[src/rtl/shared_ivc_bank_client_pkg.sv]
// Shared constants for the shared-IVC bank client: per-VC state encodings
// and the MSB-first bit mapping used on all per-VC and per-port vectors.
package vcr_constants;

    typedef enum logic [1:0] {
        VC_FREE    = 2'd0,
        VC_BUSY    = 2'd1,
        VC_CLOSING = 2'd2
    } vc_state_e;

    // Vectors are MSB-first: element idx of an n-wide vector sits at bit n-1-idx.
    function automatic int msb_first_bit(input int idx, input int n);
        return n - 1 - idx;
    endfunction

endpackage

[src/rtl/shared_ivc_counter.sv]
// Flit occupancy counter for one shared IVC, with registered empty/full flags.
module shared_ivc_counter #(
    parameter int  buffer_depth = 8,
    localparam int cnt_w        = $clog2(buffer_depth + 1)
) (
    input  logic             clk,
    input  logic             reset,
    input  logic             inc,
    input  logic             dec,
    output logic [cnt_w-1:0] count_next,
    output logic             empty,
    output logic             full
);

    logic [cnt_w-1:0] count;

    // NOTE: default assignment first so every path assigns count_next and no latch is inferred.
    always_comb begin
        count_next = count;
        if (inc && !dec) begin
            count_next = count + cnt_w'(1);
        end else if (dec && !inc) begin
            count_next = count - cnt_w'(1);
        end
    end

    // NOTE: non-blocking assignments so every register samples pre-edge values.
    always_ff @(posedge clk) begin
        if (reset) begin
            count <= '0;
            empty <= 1'b1;
            full  <= 1'b0;
        end else begin
            count <= count_next;
            empty <= (count_next == '0);
            full  <= (count_next == cnt_w'(buffer_depth));
        end
    end

endmodule

[src/rtl/shared_ivc_bank_client.sv]
// Per-port client of a shared IVC memory bank: allocation, occupancy, close/free.
// Optional sticky protocol-error flag is built only with SHARED_IVC_ERROR_EN defined.
module shared_ivc_bank_client
    import vcr_constants::*;
#(
    parameter int  num_vcs_per_bank = 2,
    parameter int  num_ports        = 5,
    parameter int  port_id          = 0,
    parameter int  buffer_depth     = 8,
    localparam int vc_w             = (num_vcs_per_bank > 1) ? $clog2(num_vcs_per_bank) : 1
) (
    input  logic                        clk,
    input  logic                        reset,
    input  logic [num_ports-1:0]        memory_bank_grant_in,
    input  logic                        ready_for_allocation_in,
    input  logic [num_vcs_per_bank-1:0] alloc_req,
    output logic [num_vcs_per_bank-1:0] alloc_gnt,
    input  logic                        flit_wr_valid,
    input  logic [vc_w-1:0]             flit_wr_vc,
    input  logic                        flit_wr_tail,
    input  logic                        flit_rd_valid,
    input  logic [vc_w-1:0]             flit_rd_vc,
    output logic [num_vcs_per_bank-1:0] allocated_shared_ivc,
    output logic [num_vcs_per_bank-1:0] shared_ivc_empty,
    output logic                        error
);

    localparam int cnt_w = $clog2(buffer_depth + 1);
    localparam logic [num_ports-1:0] own_mask =
        num_ports'(1) << msb_first_bit(port_id, num_ports);

    logic                        owned;
    logic [num_vcs_per_bank-1:0] req_vc;
    logic [num_vcs_per_bank-1:0] wr_ok;
    logic [num_vcs_per_bank-1:0] rd_ok;
    logic [num_vcs_per_bank-1:0] empty;
    logic [num_vcs_per_bank-1:0] full;
    logic [num_vcs_per_bank-1:0] gnt_sel;
    logic [num_vcs_per_bank-1:0] gnt_q;
    logic [num_vcs_per_bank-1:0] alloc_q;
    logic                        found;
    logic [cnt_w-1:0]            count_next [num_vcs_per_bank];
    vc_state_e                   state      [num_vcs_per_bank];
    vc_state_e                   state_next [num_vcs_per_bank];

    assign owned = |(memory_bank_grant_in & own_mask) && ready_for_allocation_in;

    // Internal vectors are indexed by VC number; the port vectors are MSB-first.
    always_comb begin
        req_vc               = '0;
        alloc_gnt            = '0;
        allocated_shared_ivc = '0;
        shared_ivc_empty     = '0;
        for (int i = 0; i < num_vcs_per_bank; i++) begin
            req_vc[i] = alloc_req[msb_first_bit(i, num_vcs_per_bank)];
            alloc_gnt[msb_first_bit(i, num_vcs_per_bank)]            = gnt_q[i] && owned;
            allocated_shared_ivc[msb_first_bit(i, num_vcs_per_bank)] = alloc_q[i];
            shared_ivc_empty[msb_first_bit(i, num_vcs_per_bank)]     = empty[i];
        end
    end

    // A read of an empty VC is legal only when the same VC is written that cycle.
    always_comb begin
        wr_ok = '0;
        rd_ok = '0;
        for (int i = 0; i < num_vcs_per_bank; i++) begin
            wr_ok[i] = flit_wr_valid && (flit_wr_vc == vc_w'(i))
                       && (state[i] != VC_FREE) && !full[i];
            rd_ok[i] = flit_rd_valid && (flit_rd_vc == vc_w'(i))
                       && (!empty[i] || wr_ok[i]);
        end
    end

    always_comb begin
        gnt_sel = '0;
        found   = 1'b0;
        if (owned) begin
            for (int i = 0; i < num_vcs_per_bank; i++) begin
                if (!found && req_vc[i] && (state[i] == VC_FREE)) begin
                    gnt_sel[i] = 1'b1;
                    found      = 1'b1;
                end
            end
        end
    end

    generate
        for (genvar g = 0; g < num_vcs_per_bank; g++) begin : g_vc
            shared_ivc_counter #(
                .buffer_depth(buffer_depth)
            ) u_counter (
                .clk       (clk),
                .reset     (reset),
                .inc       (wr_ok[g]),
                .dec       (rd_ok[g]),
                .count_next(count_next[g]),
                .empty     (empty[g]),
                .full      (full[g])
            );
        end
    endgenerate

    always_comb begin
        for (int i = 0; i < num_vcs_per_bank; i++) begin
            state_next[i] = state[i];
            case (state[i])
                VC_FREE: begin
                    if (gnt_sel[i]) state_next[i] = VC_BUSY;
                end
                VC_BUSY: begin
                    if (wr_ok[i] && flit_wr_tail) begin
                        state_next[i] = (count_next[i] == '0) ? VC_FREE : VC_CLOSING;
                    end
                end
                VC_CLOSING: begin
                    if (count_next[i] == '0) state_next[i] = VC_FREE;
                end
                default: state_next[i] = VC_FREE;
            endcase
        end
    end

    // NOTE: the per-VC state is a small register array, not a RAM, so it is reset with everything else.
    always_ff @(posedge clk) begin
        if (reset) begin
            gnt_q   <= '0;
            alloc_q <= '0;
            for (int i = 0; i < num_vcs_per_bank; i++) begin
                state[i] <= VC_FREE;
            end
        end else begin
            gnt_q <= gnt_sel;
            for (int i = 0; i < num_vcs_per_bank; i++) begin
                state[i]   <= state_next[i];
                alloc_q[i] <= (state_next[i] != VC_FREE);
            end
        end
    end

`ifdef SHARED_IVC_ERROR_EN
    logic violation;
    logic error_q;

    // Any dropped write (full, FREE or out-of-range VC) or dropped read is a violation.
    assign violation = (flit_wr_valid && !(|wr_ok)) || (flit_rd_valid && !(|rd_ok));

    always_ff @(posedge clk) begin
        if (reset) begin
            error_q <= 1'b0;
        end else if (violation) begin
            error_q <= 1'b1;
        end
    end

    assign error = error_q;
`else
    assign error = 1'b0;
`endif

endmodule

[config.mk]
export PLATFORM = sky130hd
export DESIGN_NAME = shared_ivc_bank_client
export DESIGN_NICKNAME = d
export VERILOG_FILES = /design/src/rtl/shared_ivc_bank_client_pkg.sv /design/src/rtl/shared_ivc_counter.sv /design/src/rtl/shared_ivc_bank_client.sv
export SDC_FILE = /design/constraint.sdc
export NUM_CORES = 1
export LEC_CHECK = 0
export ABC_AREA = 0
export BUFFER_PORTS_ARGS = -buffer_cell sky130_fd_sc_hd__buf_2
export CAP_MARGIN = 15
export CORE_UTILIZATION = 54
export DETAILED_ROUTE_END_ITERATION = 16
export HOLD_SLACK_MARGIN = 0.02
export PLACE_DENSITY_LB_ADDON = 0.25
export SLEW_MARGIN = 15
export SYNTH_ARGS = -nofsm -noshare
export SYNTH_HDL_FRONTEND = slang
export SYNTH_SLANG_ARGS = --single-unit
[constraint.sdc]
create_clock -name clk -period 2.2 [get_ports clk]
set_input_delay 0.22 -clock clk [delete_from_list [all_inputs] [get_ports clk]]
set_output_delay 0.22 -clock clk [all_outputs]
set_load 0.02 [all_outputs]
==> impl_results.html <==
<table>
<tr><th>Metric</th><th>Value</th></tr>
<tr><th colspan="2">Clock network</th></tr>
<tr><td>Root buffer selected by CTS</td><td>sky130_fd_sc_hd__clkbuf_4</td></tr>
<tr><td>Clock slew seen by the registers of the worst setup and hold paths</td><td>0.10 ns</td></tr>
<tr><td>Number of buffers created by CTS</td><td>3</td></tr>
<tr><td>Hold buffer count at cts</td><td>0</td></tr>
<tr><td>TritonCTS clock tree</td><td>built</td></tr>
<tr><td>Maximum buffer depth of the clock tree</td><td>2</td></tr>
<tr><td>Post-cts sizing count</td><td>0</td></tr>
<tr><td>H-tree depth</td><td>1</td></tr>
<tr><td>Worst-Skew Late Latency</td><td>0.29 ns</td></tr>
<tr><td>Num Clock Sinks</td><td>20</td></tr>
<tr><td>Buffers inserted by post-CTS timing repair</td><td>0</td></tr>
<tr><th colspan="2">Power and ir drop</th></tr>
<tr><td>Leak Pwr</td><td>0.534 nW</td></tr>
<tr><td>Power density over the cells</td><td>751 nW/um^2</td></tr>
<tr><td>Worst IR Drop VDD</td><td>642 uV</td></tr>
<tr><td>Power Total</td><td>1.01 mW</td></tr>
<tr><th colspan="2">Run status</th></tr>
<tr><td>Status</td><td>complete, no violations</td></tr>
<tr><th colspan="2">Worst setup path</th></tr>
<tr><td>Required time reported for the critical path endpoint</td><td>2.39 ns</td></tr>
<tr><td>Crit path capture type</td><td>flip-flop</td></tr>
<tr><td>Critical path arrival</td><td>2.13 ns</td></tr>
<tr><td>Crit path kind</td><td>reg2reg</td></tr>
<tr><td>Kind of launch point of the worst setup path</td><td>flip-flop</td></tr>
<tr><td>Critical path peak fanout</td><td>6</td></tr>
<tr><th colspan="2">Timing</th></tr>
<tr><td>Fin Clk Skew</td><td>0.00235 ns</td></tr>
<tr><td>Worst-case headroom to the max-slew limit</td><td>0.631</td></tr>
<tr><td>Unrepaired setup endpoints after global routing</td><td>no</td></tr>
<tr><td>Total count of hold-check failures in the final report</td><td>0</td></tr>
<tr><td>Hold slack final</td><td>0.167 ns</td></tr>
<tr><td>Peak Freq</td><td>515 MHz</td></tr>
<tr><td>Final setup viols</td><td>0</td></tr>
<tr><td>Final number of max-transition violations</td><td>0</td></tr>
<tr><td>Setup TNS</td><td>0 ns</td></tr>
<tr><td>Transition at the pin with the smallest max-transition slack</td><td>0.550 ns</td></tr>
<tr><td>Clock period minus worst slack</td><td>1.94 ns</td></tr>
<tr><td>Final critical-path share of the clock period</td><td>0.882</td></tr>
<tr><th colspan="2">Detailed routing</th></tr>
<tr><td>DR iter-0 viols</td><td>22</td></tr>
<tr><td>Detailed Routing Iterations Pass 1</td><td>4</td></tr>
<tr><td>Via Count</td><td>1143</td></tr>
<tr><td>Remaining routing DRC violations</td><td>0</td></tr>
<tr><td>Antenna-violating nets left</td><td>0</td></tr>
<tr><td>Drt via density</td><td>6.18</td></tr>
<tr><td>Total detailed-routing wirelength</td><td>2.79 mm</td></tr>
<tr><td>Wire length per cell after detailed routing</td><td>15.1 um</td></tr>
<tr><th colspan="2">Final layout</th></tr>
<tr><td>Fillers</td><td>174</td></tr>
<tr><td>Final instance area</td><td>1350 um^2</td></tr>
<tr><td>Number of antenna repair diodes</td><td>0</td></tr>
<tr><td>Share of layout cells above drive strength 1</td><td>0.209</td></tr>
<tr><td>Post-synthesis to final-layout area growth</td><td>8.92%</td></tr>
<tr><td>Post-layout net count</td><td>179</td></tr>
<tr><th colspan="2">Yosys</th></tr>
<tr><td>Post-synth EDFFs</td><td>0</td></tr>
<tr><td>Count of mapped cells out of synthesis</td><td>143</td></tr>
<tr><td>Area fraction in and, or, nand and nor cells after synthesis</td><td>0.320</td></tr>
<tr><td>Complex-gate fraction of the synthesized area</td><td>0.226</td></tr>
<tr><td>Top-count cell post-synth</td><td>sky130_fd_sc_hd__dfxtp_1</td></tr>
<tr><td>Biggest area contributors in the synthesized netlist</td><td>sky130_fd_sc_hd__dfxtp_1, sky130_fd_sc_hd__nor2_1, sky130_fd_sc_hd__ha_1, sky130_fd_sc_hd__o21ai_0, sky130_fd_sc_hd__nand4b_1</td></tr>
<tr><td>Async set-reset flop share out of synthesis</td><td>0</td></tr>
<tr><td>Average cell area after synthesis</td><td>8.64 um^2</td></tr>
<tr><td>Adder-cell share of the synthesized area</td><td>0.0405</td></tr>
<tr><td>Post-synth net total</td><td>162</td></tr>
<tr><td>Post-Synth XOR/XNOR Area</td><td>0.0142</td></tr>
<tr><td>Largest area contributor in the synthesized netlist</td><td>sky130_fd_sc_hd__dfxtp_1</td></tr>
<tr><td>Dominant combinational cell family by area after synthesis</td><td>simple AND/OR/NAND/NOR gates</td></tr>
<tr><td>Most numerous cell types in the synthesized netlist</td><td>sky130_fd_sc_hd__dfxtp_1, sky130_fd_sc_hd__nor2_1, sky130_fd_sc_hd__nand2_1</td></tr>
<tr><td>Proportion of synthesized area in mux cells</td><td>0.0263</td></tr>
<tr><td>Register bit total from synthesis</td><td>20</td></tr>
<tr><td>Proportion of netlist area held by the largest area contributor</td><td>0.324</td></tr>
<tr><td>Netlist area before placement</td><td>1230 um^2</td></tr>
<tr><td>Number of distinct library cells after synthesis</td><td>53</td></tr>
<tr><td>Yosys warns</td><td>0</td></tr>
<tr><td>Fraction of the yosys area taken by sequential cells</td><td>0.324</td></tr>
<tr><td>Top FF cell, synth</td><td>sky130_fd_sc_hd__dfxtp_1</td></tr>
<tr><th colspan="2">GRT</th></tr>
<tr><td>Vias in the first global route</td><td>1016</td></tr>
<tr><td>Global-route wire length before repair</td><td>4.51 mm</td></tr>
<tr><td>Total global routing overflow</td><td>0</td></tr>
<tr><td>Number of antenna violations at the first check in global routing</td><td>0</td></tr>
<tr><td>All-layer global routing usage</td><td>0.239</td></tr>
<tr><td>Largest net degree at the start of global routing</td><td>15</td></tr>
<tr><th colspan="2">Die</th></tr>
<tr><td>Die outline width</td><td>49.8 um</td></tr>
<tr><td>DIE HEIGHT</td><td>49.8 um</td></tr>
<tr><td>Starting Density</td><td>0.599</td></tr>
<tr><td>Number of primary I/O pins</td><td>22</td></tr>
<tr><td>Row Count</td><td>16</td></tr>
<tr><td>Overall die area</td><td>2480 um^2</td></tr>
<tr><td>Core area</td><td>2060 um^2</td></tr>
<tr><th colspan="2">Place</th></tr>
<tr><td>Quantity of I/O buffers inserted on ports</td><td>16</td></tr>
<tr><td>Sum of net half-perimeters after detailed placement</td><td>2.11 mm</td></tr>
<tr><td>Post-Place Cell Area</td><td>1320 um^2</td></tr>
<tr><td>Routability Congestion</td><td>0.870</td></tr>
<tr><th colspan="2">Flow run</th></tr>
<tr><td>Max_cap viols</td><td>0</td></tr>
<tr><th colspan="2">Worst hold path</th></tr>
<tr><td>Hold Path Class</td><td>in2reg</td></tr>
</table>
==> stage by stage <==
stage                     setup slack [ns]  instances   util
after floorplan                      0.558        143      -
after global placement               0.344        182  0.641
after detailed placement             0.278        182  0.641
after CTS                            0.289        185  0.652
after global routing                 0.173        185  0.652
final                                0.260        185  0.652
==> kinds of logic after synthesis <==
kind of cell	after synthesis
other cells	1
fa+ha+maj	4
mux	3
flops	20
compound gates	35
xor+xnor	2
simple gates	66
buf+inv	12
==> cells in the final DEF, fill, tap and decap left out, types with 4 or more instances in the layout <==
cell type / instances
sky130_fd_sc_hd__nand4b_1: 4
sky130_fd_sc_hd__dfxtp_1: 20
sky130_fd_sc_hd__nor2_1: 15
sky130_fd_sc_hd__nand2_1: 9
sky130_fd_sc_hd__and3_1: 5
sky130_fd_sc_hd__o21ai_0: 8
sky130_fd_sc_hd__inv_1: 8
sky130_fd_sc_hd__buf_2: 16
sky130_fd_sc_hd__ha_1: 4
sky130_fd_sc_hd__nand4_1: 4
sky130_fd_sc_hd__nor3_1: 5
==> power by group <==
group          leakage [nW]  switching (mW)  internal (mW)
clock                0.0138           0.102         0.0637
combinational         0.358           0.206          0.163
sequential            0.163          0.0640          0.412
total                 0.534           0.372          0.638
==> flip-flops by register name, summed over array words and instances (netlist names) <==
signal / cells
alloc_q: 2
g_vc.u_counter.count: 8
g_vc.u_counter.empty: 2
g_vc.u_counter.full: 2
gnt_q: 2
state: 4
==> worst paths after layout <==
check,depth (start not counted),to,slack [ns],startpoint
min,3,gnt_q[1],0.17,alloc_req[0]
min reg2reg,1,state[0][0],0.59,state[0][1]
max reg2reg,7,g_vc[0].u_counter.empty,0.26,g_vc[0].u_counter.count[0]
max,7,g_vc[0].u_counter.empty,0.26,g_vc[0].u_counter.count[0]
==> area by class of cell <==
class,instances,area (um^2),share of cell area
clock buffer,3,22.5,0.0167
timing repair buffer,16,80.1,0.0595
inverter,8,30.0,0.0223
multi-input combinational,111,778,0.579
tap,27,33.8,0.0251
sequential,20,400,0.298
==> worst max-delay path, stage by stage (launching register included) <==
cell	delay (ns)
sky130_fd_sc_hd__dfxtp_1	0.37
sky130_fd_sc_hd__inv_1	0.12
sky130_fd_sc_hd__ha_1	0.15
sky130_fd_sc_hd__nor4bb_1	0.38
sky130_fd_sc_hd__o21ai_0	0.18
sky130_fd_sc_hd__a211oi_2	0.32
sky130_fd_sc_hd__a221oi_2	0.10
sky130_fd_sc_hd__or2_1	0.21
==> routing by layer <==
layer | track usage | share of wire | vias up | wire length, um
li1 | - | - | 568 | -
met1 | 0.301 | 0.47 | 545 | 1310
met2 | 0.408 | 0.49 | 24 | 1380
met3 | 0.0370 | 0.023 | 6 | 63
met4 | 0.0857 | 0.015 | 0 | 42
met5 | 0 | 0 | - | 0
Power figures use the tool's default switching activity.
